<file path="src/rtl/arrhythmia_pkg.sv">
// Shared types and helpers for the arrhythmia classifier result path.
// Elements are sign-magnitude; arithmetic is done in BITSIZE+1-bit two's complement.
package arrhythmia_pkg;

  localparam int BITSIZE = 20;
  localparam int MAG_W   = BITSIZE - 1;
  localparam int TC_W    = BITSIZE + 1;

  localparam logic [MAG_W-1:0] MAG_MAX = '1;

  localparam int CLASS_W    = 1;
  localparam int PROB_W     = BITSIZE;
  localparam int MARGIN_W   = BITSIZE;
  localparam int LOW_CONF_W = 1;

  typedef struct packed {
    logic [CLASS_W-1:0]    cls;
    logic [PROB_W-1:0]     prob;
    logic [MARGIN_W-1:0]   margin;
    logic [LOW_CONF_W-1:0] low_conf;
  } res_t;

  localparam int RES_W = $bits(res_t);

  // -0 maps to 0, so it compares equal to +0.
  function automatic logic signed [TC_W-1:0] sm_to_tc(input logic [BITSIZE-1:0] sm);
    logic signed [TC_W-1:0] mag;
    mag = signed'({2'b00, sm[MAG_W-1:0]});
    return sm[BITSIZE-1] ? -mag : mag;
  endfunction

  function automatic logic [BITSIZE-1:0] tc_to_sm(input logic signed [TC_W-1:0] tc);
    logic [TC_W-1:0] u;
    logic [TC_W-1:0] mag;
    u   = tc;
    mag = u[TC_W-1] ? (~u + TC_W'(1)) : u;
    if (mag > {2'b00, MAG_MAX}) begin
      return {u[TC_W-1], MAG_MAX};
    end
    return {u[TC_W-1], mag[MAG_W-1:0]};
  endfunction

endpackage

</file>
<file path="src/rtl/result_fifo.sv">
// Generic show-ahead synchronous FIFO; rd_dat is the head entry, zero read latency.
// Latency: write visible on the next cycle; a write to a full FIFO is accepted only with a same-cycle pop.
module result_fifo #(
  parameter int WIDTH = 8,
  parameter int DEPTH = 4,
  localparam int AW = $clog2(DEPTH),
  localparam int CW = AW + 1
) (
  input  logic             clk,
  input  logic             reset,
  input  logic             wr_vld,
  input  logic [WIDTH-1:0] wr_dat,
  output logic             rd_vld,
  input  logic             rd_rdy,
  output logic [WIDTH-1:0] rd_dat,
  output logic             full,
  output logic             empty,
  output logic [CW-1:0]    count
);

  logic [WIDTH-1:0] mem [DEPTH];
  logic [AW-1:0]    wr_ptr;
  logic [AW-1:0]    rd_ptr;
  logic             wr_en;
  logic             rd_en;

  assign empty  = (count == '0);
  assign full   = (count == CW'(DEPTH));
  assign rd_vld = ~empty;
  assign rd_dat = mem[rd_ptr];

  // A pop frees the slot in the same cycle, so push-on-full is allowed alongside it.
  assign rd_en = rd_vld & rd_rdy;
  assign wr_en = wr_vld & (~full | rd_en);

  always_ff @(posedge clk) begin
    if (wr_en) begin
      mem[wr_ptr] <= wr_dat;
    end
  end

  always_ff @(posedge clk or posedge reset) begin
    if (reset) begin
      wr_ptr <= '0;
      rd_ptr <= '0;
      count  <= '0;
    end else begin
      if (wr_en) begin
        wr_ptr <= wr_ptr + AW'(1);
      end
      if (rd_en) begin
        rd_ptr <= rd_ptr + AW'(1);
      end
      case ({wr_en, rd_en})
        2'b10:   count <= count + CW'(1);
        2'b01:   count <= count - CW'(1);
        default: count <= count;
      endcase
    end
  end

endmodule

</file>
<file path="src/rtl/arrhythmia_result_fifo.sv">
// Captures each classifier completion, picks the winning class and margin, and queues it for a host.
// Latency: 3 edges from done rising to res_valid; stages never stall, a full FIFO drops and counts.
module arrhythmia_result_fifo #(
  parameter int                   BITSIZE   = arrhythmia_pkg::BITSIZE,
  parameter int                   DEPTH     = 4,
  parameter logic [BITSIZE-1:0]   MARGIN_TH = 20'h00100
) (
  input  logic                       clk,
  input  logic                       reset,
  input  logic [2*BITSIZE-1:0]       y_in,
  input  logic                       done_flag_in,
  output logic                       res_valid,
  input  logic                       res_ready,
  output logic                       res_class,
  output logic [BITSIZE-1:0]         res_prob,
  output logic [BITSIZE-1:0]         res_margin,
  output logic                       res_low_conf,
  output logic [$clog2(DEPTH):0]     fifo_count,
  output logic [7:0]                 drop_count
);

  import arrhythmia_pkg::*;

  logic                       done_d;
  logic                       capture;
  logic                       s1_valid;
  logic [2*BITSIZE-1:0]       s1_y;
  logic                       s2_valid;
  res_t                       s2_rec;

  logic signed [BITSIZE:0]    p0;
  logic signed [BITSIZE:0]    p1;
  logic signed [BITSIZE:0]    diff;
  logic [BITSIZE-1:0]         diff_sm;
  res_t                       dec;

  logic                       fifo_full;
  logic                       fifo_empty;
  logic [RES_W-1:0]           fifo_dat;
  res_t                       head;
  logic                       pop;
  logic                       drop;

  assign capture = done_flag_in & ~done_d;

  always_ff @(posedge clk or posedge reset) begin
    if (reset) begin
      done_d   <= 1'b0;
      s1_valid <= 1'b0;
      s1_y     <= '0;
      s2_valid <= 1'b0;
      s2_rec   <= '0;
    end else begin
      done_d   <= done_flag_in;
      s1_valid <= capture;
      if (capture) begin
        s1_y <= y_in;
      end
      s2_valid <= s1_valid;
      if (s1_valid) begin
        s2_rec <= dec;
      end
    end
  end

  // p1 - p0 spans at most +/-(2^BITSIZE - 2), so BITSIZE+1 bits cannot overflow.
  always_comb begin
    p0      = sm_to_tc(s1_y[BITSIZE-1:0]);
    p1      = sm_to_tc(s1_y[2*BITSIZE-1:BITSIZE]);
    diff    = p1 - p0;
    diff_sm = tc_to_sm(diff);
    dec          = '0;
    dec.cls      = (p1 > p0);
    dec.prob     = dec.cls[0] ? s1_y[2*BITSIZE-1:BITSIZE] : s1_y[BITSIZE-1:0];
    dec.margin   = diff_sm & {1'b0, {(BITSIZE-1){1'b1}}};
    dec.low_conf = (dec.margin < {1'b0, MARGIN_TH[BITSIZE-2:0]});
  end

  result_fifo #(
    .WIDTH (RES_W),
    .DEPTH (DEPTH)
  ) u_fifo (
    .clk    (clk),
    .reset  (reset),
    .wr_vld (s2_valid),
    .wr_dat (s2_rec),
    .rd_vld (res_valid),
    .rd_rdy (res_ready),
    .rd_dat (fifo_dat),
    .full   (fifo_full),
    .empty  (fifo_empty),
    .count  (fifo_count)
  );

  assign pop  = res_valid & res_ready;
  assign drop = s2_valid & fifo_full & ~pop;

  always_ff @(posedge clk or posedge reset) begin
    if (reset) begin
      drop_count <= '0;
    end else if (drop && drop_count != 8'hFF) begin
      drop_count <= drop_count + 8'd1;
    end
  end

  // Head fields read as zero while empty so the reset state is clean.
  assign head         = res_t'(fifo_dat);
  assign res_class    = fifo_empty ? 1'b0 : head.cls[0];
  assign res_prob     = fifo_empty ? '0   : head.prob;
  assign res_margin   = fifo_empty ? '0   : head.margin;
  assign res_low_conf = fifo_empty ? 1'b0 : head.low_conf[0];

endmodule
</file>
<file path="config.mk">
export PLATFORM = sky130hd
export DESIGN_NAME = arrhythmia_result_fifo
export DESIGN_NICKNAME = d
export VERILOG_FILES = /design/src/rtl/arrhythmia_pkg.sv /design/src/rtl/result_fifo.sv /design/src/rtl/arrhythmia_result_fifo.sv
export SDC_FILE = /design/constraint.sdc
export NUM_CORES = 1
export LEC_CHECK = 0
export ABC_CLOCK_PERIOD_IN_PS = 6800
export BUFFER_PORTS_ARGS = -buffer_cell sky130_fd_sc_hd__buf_2
export CORE_MARGIN = 2
export CORE_UTILIZATION = 44
export DETAILED_ROUTE_END_ITERATION = 12
export PLACE_DENSITY = 0.6
export SYNTH_ARGS = -nofsm -noshare
export SYNTH_HDL_FRONTEND = slang
export SYNTH_SLANG_ARGS = --single-unit
</file>
<file path="constraint.sdc">
create_clock -name clk -period 6.8 [get_ports clk]
set_input_delay 0.34 -clock clk [delete_from_list [all_inputs] [get_ports clk]]
set_output_delay 0.34 -clock clk [all_outputs]
set_load 0.1 [all_outputs]
</file>
==> results of run 1 <==
[routing by layer]
metal | routed length [microns] | up-vias | track usage
met3 | 996 | 34 | 0.02403
met1 | 13000 | 4077 | 0.2647
met2 | 13190 | 152 | 0.2984
met5 | 0 | - | 0
met4 | 437 | 0 | 0.03611
li1 | - | 3869 | -
[synth_stat cells (7+ instances only)]
library cell  instances
edfxtp_1            164
dfrtp_1              99
nor2_1               70
nand2_1              50
and2_1               49
a21oi_1              45
mux4_2               41
xnor2_1              40
mux2_2               38
xor2_1               37
clkbuf_1             34
ha_1                 30
o21ai_0              30
inv_1                23
a31oi_1              22
mux2i_1              20
o31ai_1              14
nand3_1              13
a21o_1               11
nand2b_1             11
o41ai_1               9
or3_1                 9
buf_1                 8
nor3_1                8
a211oi_1              7
and3_1                7
nand4_1               7
[logic make-up (layout without fill, tap and decap cells)]
family | count (synthesis) | count (layout) | synth area share
flops | 263 | 263 | 0.5736
xor+xnor | 77 | 77 | 0.05226
fa+ha+maj | 32 | 32 | 0.03219
simple gates | 246 | 246 | 0.09648
buf+inv | 72 | 185 | 0.02250
other cells | 1 | 1 | 0.0002906
compound gates | 187 | 187 | 0.1024
mux | 99 | 99 | 0.1202
[what timing repair did]
action,4_1_cts,5_1_grt
endpoints found under the hold margin,35,0
resized for setup,0,0
hold buffers,2,0
[final timing paths]
path	startpoint	end	slack (ns)
worst max-delay path	s1_y[21]	s2_rec[0]	1.53
worst min-delay path	y_in[6]	s1_y[6]	0.02
worst max register to register	s1_y[21]	s2_rec[0]	1.53
worst min register to register	drop_count[6]	drop_count[6]	0.49
max in group asynchronous	reset	s1_valid	5.11
min in group asynchronous	reset	s2_rec[9]	0.38
[cell type report]
cell class | instances | area, sq um | area share
Tap cell | 384 | 480.5 | 0.03260
Inverter | 23 | 88.84 | 0.006028
Sequential cell | 263 | 7405 | 0.5024
Multi-Input combinational cell | 642 | 5224 | 0.3544
Clock buffer | 30 | 708.2 | 0.04805
Timing Repair Buffer | 110 | 590.6 | 0.04007
Clock inverter | 22 | 241.5 | 0.01639
[state kept, by name (all words and copies together) (netlist names)]
| name | count |
|---|---|
| u_fifo.mem | 164 |
| drop_count | 8 |
| s1_y | 40 |
| u_fifo.rd_ptr | 2 |
| u_fifo.count | 3 |
| u_fifo.wr_ptr | 2 |
| done_d | 1 |
| s2_rec | 41 |
| s1_valid | 1 |
| s2_valid | 1 |
[stage by stage]
| stage | setup WS, ns | area, sq um |
|---|---|---|
| finish | 1.526 | 14740 |
| global route | 1.058 | 14740 |
| CTS | 1.542 | 14740 |
| detailed placement | 1.603 | 13770 |
| global placement | 1.695 | 13770 |
| floorplan | 2.174 | 12900 |
[worst reg2reg max path, delay by kind of cell (launching register included)]
kind	cells	cell delay, ns
AO/OA/AOI/OAI	8	2.42
XOR/XNOR	3	0.94
adder cells (fa/ha/maj)	1	0.43
buffers and inverters	1	0.11
flip-flops	1	0.37
AND/OR/NAND/NOR	5	0.91
==> flow_summary.toml, run 1 <==
[timing]
setup_viol = 0
max_freq_mhz = 189.6
slew_headroom = 0.4174
fin_crit_ns = 5.274
grt_setup_unrepaired = "no"
setup_tns_ns = 0
min_period_over_period = 0.7755
slew_violations = 0
fin_skew_ns = 0.01335
final_hold_viol_count = 0
tightest_slew_ns = 0.8739
holdWs_ns = 0.01889

[logic_synthesis]
postSynth.asyncResetShare = 0.3764
synthFlopType = "edfxtp_1"
synth_top_area_cell = "edfxtp_1"
seq_area_frac_synth = 0.5736
synth.avg_cell_area_sq_um = 13.21
synthTopCellsByArea = "edfxtp_1, dfrtp_1, mux4_2, mux2_2, ha_1"
syn_inst = 977
synth_top_area_share = 0.3817
netlist_area_sq_um = 12900
syn-num-nets = 1053
synth_cell_types = 69
synth_edf_count = 164
ys_ff_latch = 263
synth_warnings = 0

[die]
pin_count = 98
die_area_sq_um = 30710
start_util = 0.4484
core_area_sq_um = 28780
die_x_microns = 175.3
die_h_microns = 175.3
rows = 62

[finish]
fill_cells = 2511
drive_gt1_frac = 0.2321
layout_common_cells = "edfxtp_1, dfrtp_1, buf_2"
area_growth_pct = 14.22
fin_util = 0.5121
layout_commonest_cell = "edfxtp_1"
stdcell_count = 1474
n_antenna_cell = 0
layout.nets = 1144

[worst_hold_path]
min_delay_path_depth = 2
hold_path_class = "in -> reg"

[worst_setup_path]
startpoint_type = "register"
path_depth = 18
critPathMaxFanout = 8
cp.arrival_ns = 5.73
cp_slowest_stage_delay_ns = 0.64
cp.required_ns = 7.26
worst_r2r_path_depth = 18
cp_cell_sequence = "inv_1 > nand2_1 > or4_1 > nor2_1 > nand2_1 > o41ai_1 > xnor2_1 > ha_1 > a211oi_1 > o21bai_1 > a21o_1 > a211o_1 > a211oi_1 > xor2_1 > a41o_1 > xor2_1 > nand4_1 > o32ai_2"
cp_num_buf_inv = 1
cp_top_family = "compound AO/OA/AOI/OAI gates"
worstSetupPathType = "reg -> reg"
cp_slowest_cell = "o41ai_1"
crit_path_end_kind = "register"

[grt]
grt_antenna_before_repair = 0
grt_start_max_net_pins = 66
grt_usage = 0.1827
grt_pass1_vias = 8117
grt_overflow = 0
grt_pass1_wl_microns = 44510

[clock_network]
cts_tree = "yes"
clk_pin_slew_ns = 0.06
clk_path_buf_depth = 3
cts_root_buf = "clkbuf_16"
htree_levels = 1
post_cts_buffers = 0
clock_latency_ns = 0.55
cts.sinks = 263
cts_buffers = 28

[routing]
drt-vias-per-instance = 5.517
antenna_left = 0
drcViolationCount = 0
post_drt_wl_per_cell_microns = 18.74
drt-pass1-iter-count = 5
vias = 8132
wl_microns = 27620
drtIter0Drc = 501

[flow_run]
max_cap_viol_count = 0

[place]
portBuffers = 96
gp_congestion = 0.9050
dpl.hpwl_microns = 18460
dpl.cell_count = 1420

[status]
status = "finished clean"
Power of run 1 is not shown: default switching activity piles up to over one toggle a cycle in this logic, so the estimate is an artifact.
==> run 2: changes to the inputs <==
ABC_CLOCK_PERIOD_IN_PS = 5300   (was 6800)
clock period = 5.3 ns   (was 6.8 ns; I/O delays follow)
==> flow_summary.toml, run 2 (synthesis gave the netlist of run 1 again) <==
[timing]
setup_viol = 0
fin_skew_ns = 0.007232
slew_headroom = 0.4469
final_hold_viol_count = 0
layout_setup_ws_ns = 0.3876
min_period_over_period = 0.9269
setup_tns_ns = 0
max_freq_mhz = 203.6
fin_crit_ns = 4.912
tightest_slew_ns = 0.8168
grt_setup_unrepaired = "no"
slew_violations = 0

[clock_network]
cts_tree = "yes"
clk_path_buf_depth = 3
cts_root_buf = "clkbuf_16"
htree_levels = 1
cts_buffers = 28
cts.sinks = 263
clk_pin_slew_ns = 0.06
clock_latency_ns = 0.55

[routing]
post_drt_wl_per_cell_microns = 18.24
drt-pass1-iter-count = 7
wl_microns = 27780
drtIter0Drc = 472
drcViolationCount = 0
antenna_left = 0
drt-vias-per-instance = 5.421
vias = 8256

[worst_setup_path]
critPathMaxFanout = 10
cp_num_buf_inv = 0
crit_path_end_kind = "register"
worstSetupPathType = "reg -> reg"
cp_cell_sequence = "nor4_1 > nand2_1 > o31ai_1 > xor2_1 > ha_1 > a21o_1 > nor4_1 > a2111oi_0 > nand3_1 > and4_1 > o211ai_1 > a21oi_1 > a2111oi_4 > nand4_1 > o32ai_2"
cp_top_family = "compound AO/OA/AOI/OAI gates"
cp_slowest_stage_delay_ns = 0.63
cp.arrival_ns = 5.37
startpoint_type = "register"
cp_slowest_cell = "nor4_1"
cp.required_ns = 5.76
crit_top_cell = "nor4_1"

[finish]
n_antenna_cell = 0
largest_register = "u_fifo.mem"
largestRegisters = "u_fifo.mem (164), s2_rec (41), s1_y (40)"
layout.nets = 1193
largest_register_ffs = 164
drive_gt1_frac = 0.2371
fill_cells = 2409
layout_commonest_cell = "edfxtp_1"
layout_common_cells = "edfxtp_1, dfrtp_1, buf_2"
area_growth_pct = 18.74
fin_util = 0.5324
multi_input_area_sq_um = 5296
seqCellArea_sq_um = 7405

[place]
dpl.hpwl_microns = 18680
place_ws_ns = 0.1925
gp_congestion = 0.8715
portBuffers = 96

[die]
core_area_sq_um = 28780
start_util = 0.4484
pin_count = 98
die_x_microns = 175.3
die_area_sq_um = 30710
die_h_microns = 175.3
rows = 62

[grt]
grt_start_max_net_pins = 53
grt_usage = 0.1826
grt_antenna_before_repair = 0
grt_pass1_wl_microns = 44600
grt_pass1_vias = 8152
grt_overflow = 0

[worst_hold_path]
hold_path_class = "in -> reg"

[flow_run]
max_cap_viol_count = 0

[status]
status = "finished clean"
==> run 2: worst reg2reg max path, delay by kind of cell, from the launching register on <==
| kind | cells | cell delay (ns) |
|---|---|---|
| AO/OA/AOI/OAI | 7 | 2.20 |
| AND/OR/NAND/NOR | 6 | 1.58 |
| adder cells (fa/ha/maj) | 1 | 0.47 |
| flip-flops | 1 | 0.44 |
| XOR/XNOR | 1 | 0.11 |
==> run 2: metrics by stage <==
step / instance area, sq um / hold slack [ns] / instances
finish: 15320 / 0.09386 / 1523
global route: 15320 / 0.1334 / 1523
CTS: 15230 / 0.07776 / 1521
detailed placement: 13830 / 0.3949 / 1427
global placement: 13830 / 0.3932 / 1427
floorplan: 12900 / 0.2964 / 977
==> run 2: worst paths after layout <==
kind | start | end | slack (ns) | depth (start not counted)
min reg2reg | drop_count[6] | drop_count[6] | 0.49 | 1
max in group asynchronous | reset | s1_valid | 3.77 | 4
max | s1_y[2] | s2_rec[0] | 0.39 | 15
max reg2reg | s1_y[2] | s2_rec[0] | 0.39 | 15
min in group asynchronous | reset | s2_rec[39] | 0.39 | 3
min | res_ready | u_fifo.rd_ptr[0] | 0.09 | 3
==> run 2: repair_timing <==
item,CTS,global route
endpoints found under the setup margin,0,22
hold buffers,42,0
resized for setup,0,14
buffers inserted,0,2
hold endpoints to repair,92,0
==> run 2: cell type report <==
type / count / area share
inverters: 23 / 0.005798
multi-input cells: 642 / 0.3457
flip-flops and latches: 263 / 0.4833
repair buffers: 159 / 0.06990
well taps: 384 / 0.03136
clock inverters: 16 / 0.01437
clock buffers: 36 / 0.04965
==> run 2: metal layers <==
layer,vias to the layer above,GRT usage,share of wire
met1,4081,0.2605,0.47
li1,3975,-,-
met5,-,0,0
met4,0,0.04653,0.025
met2,150,0.2989,0.47
met3,50,0.02273,0.033
Power of run 2 is left out for the same reason.
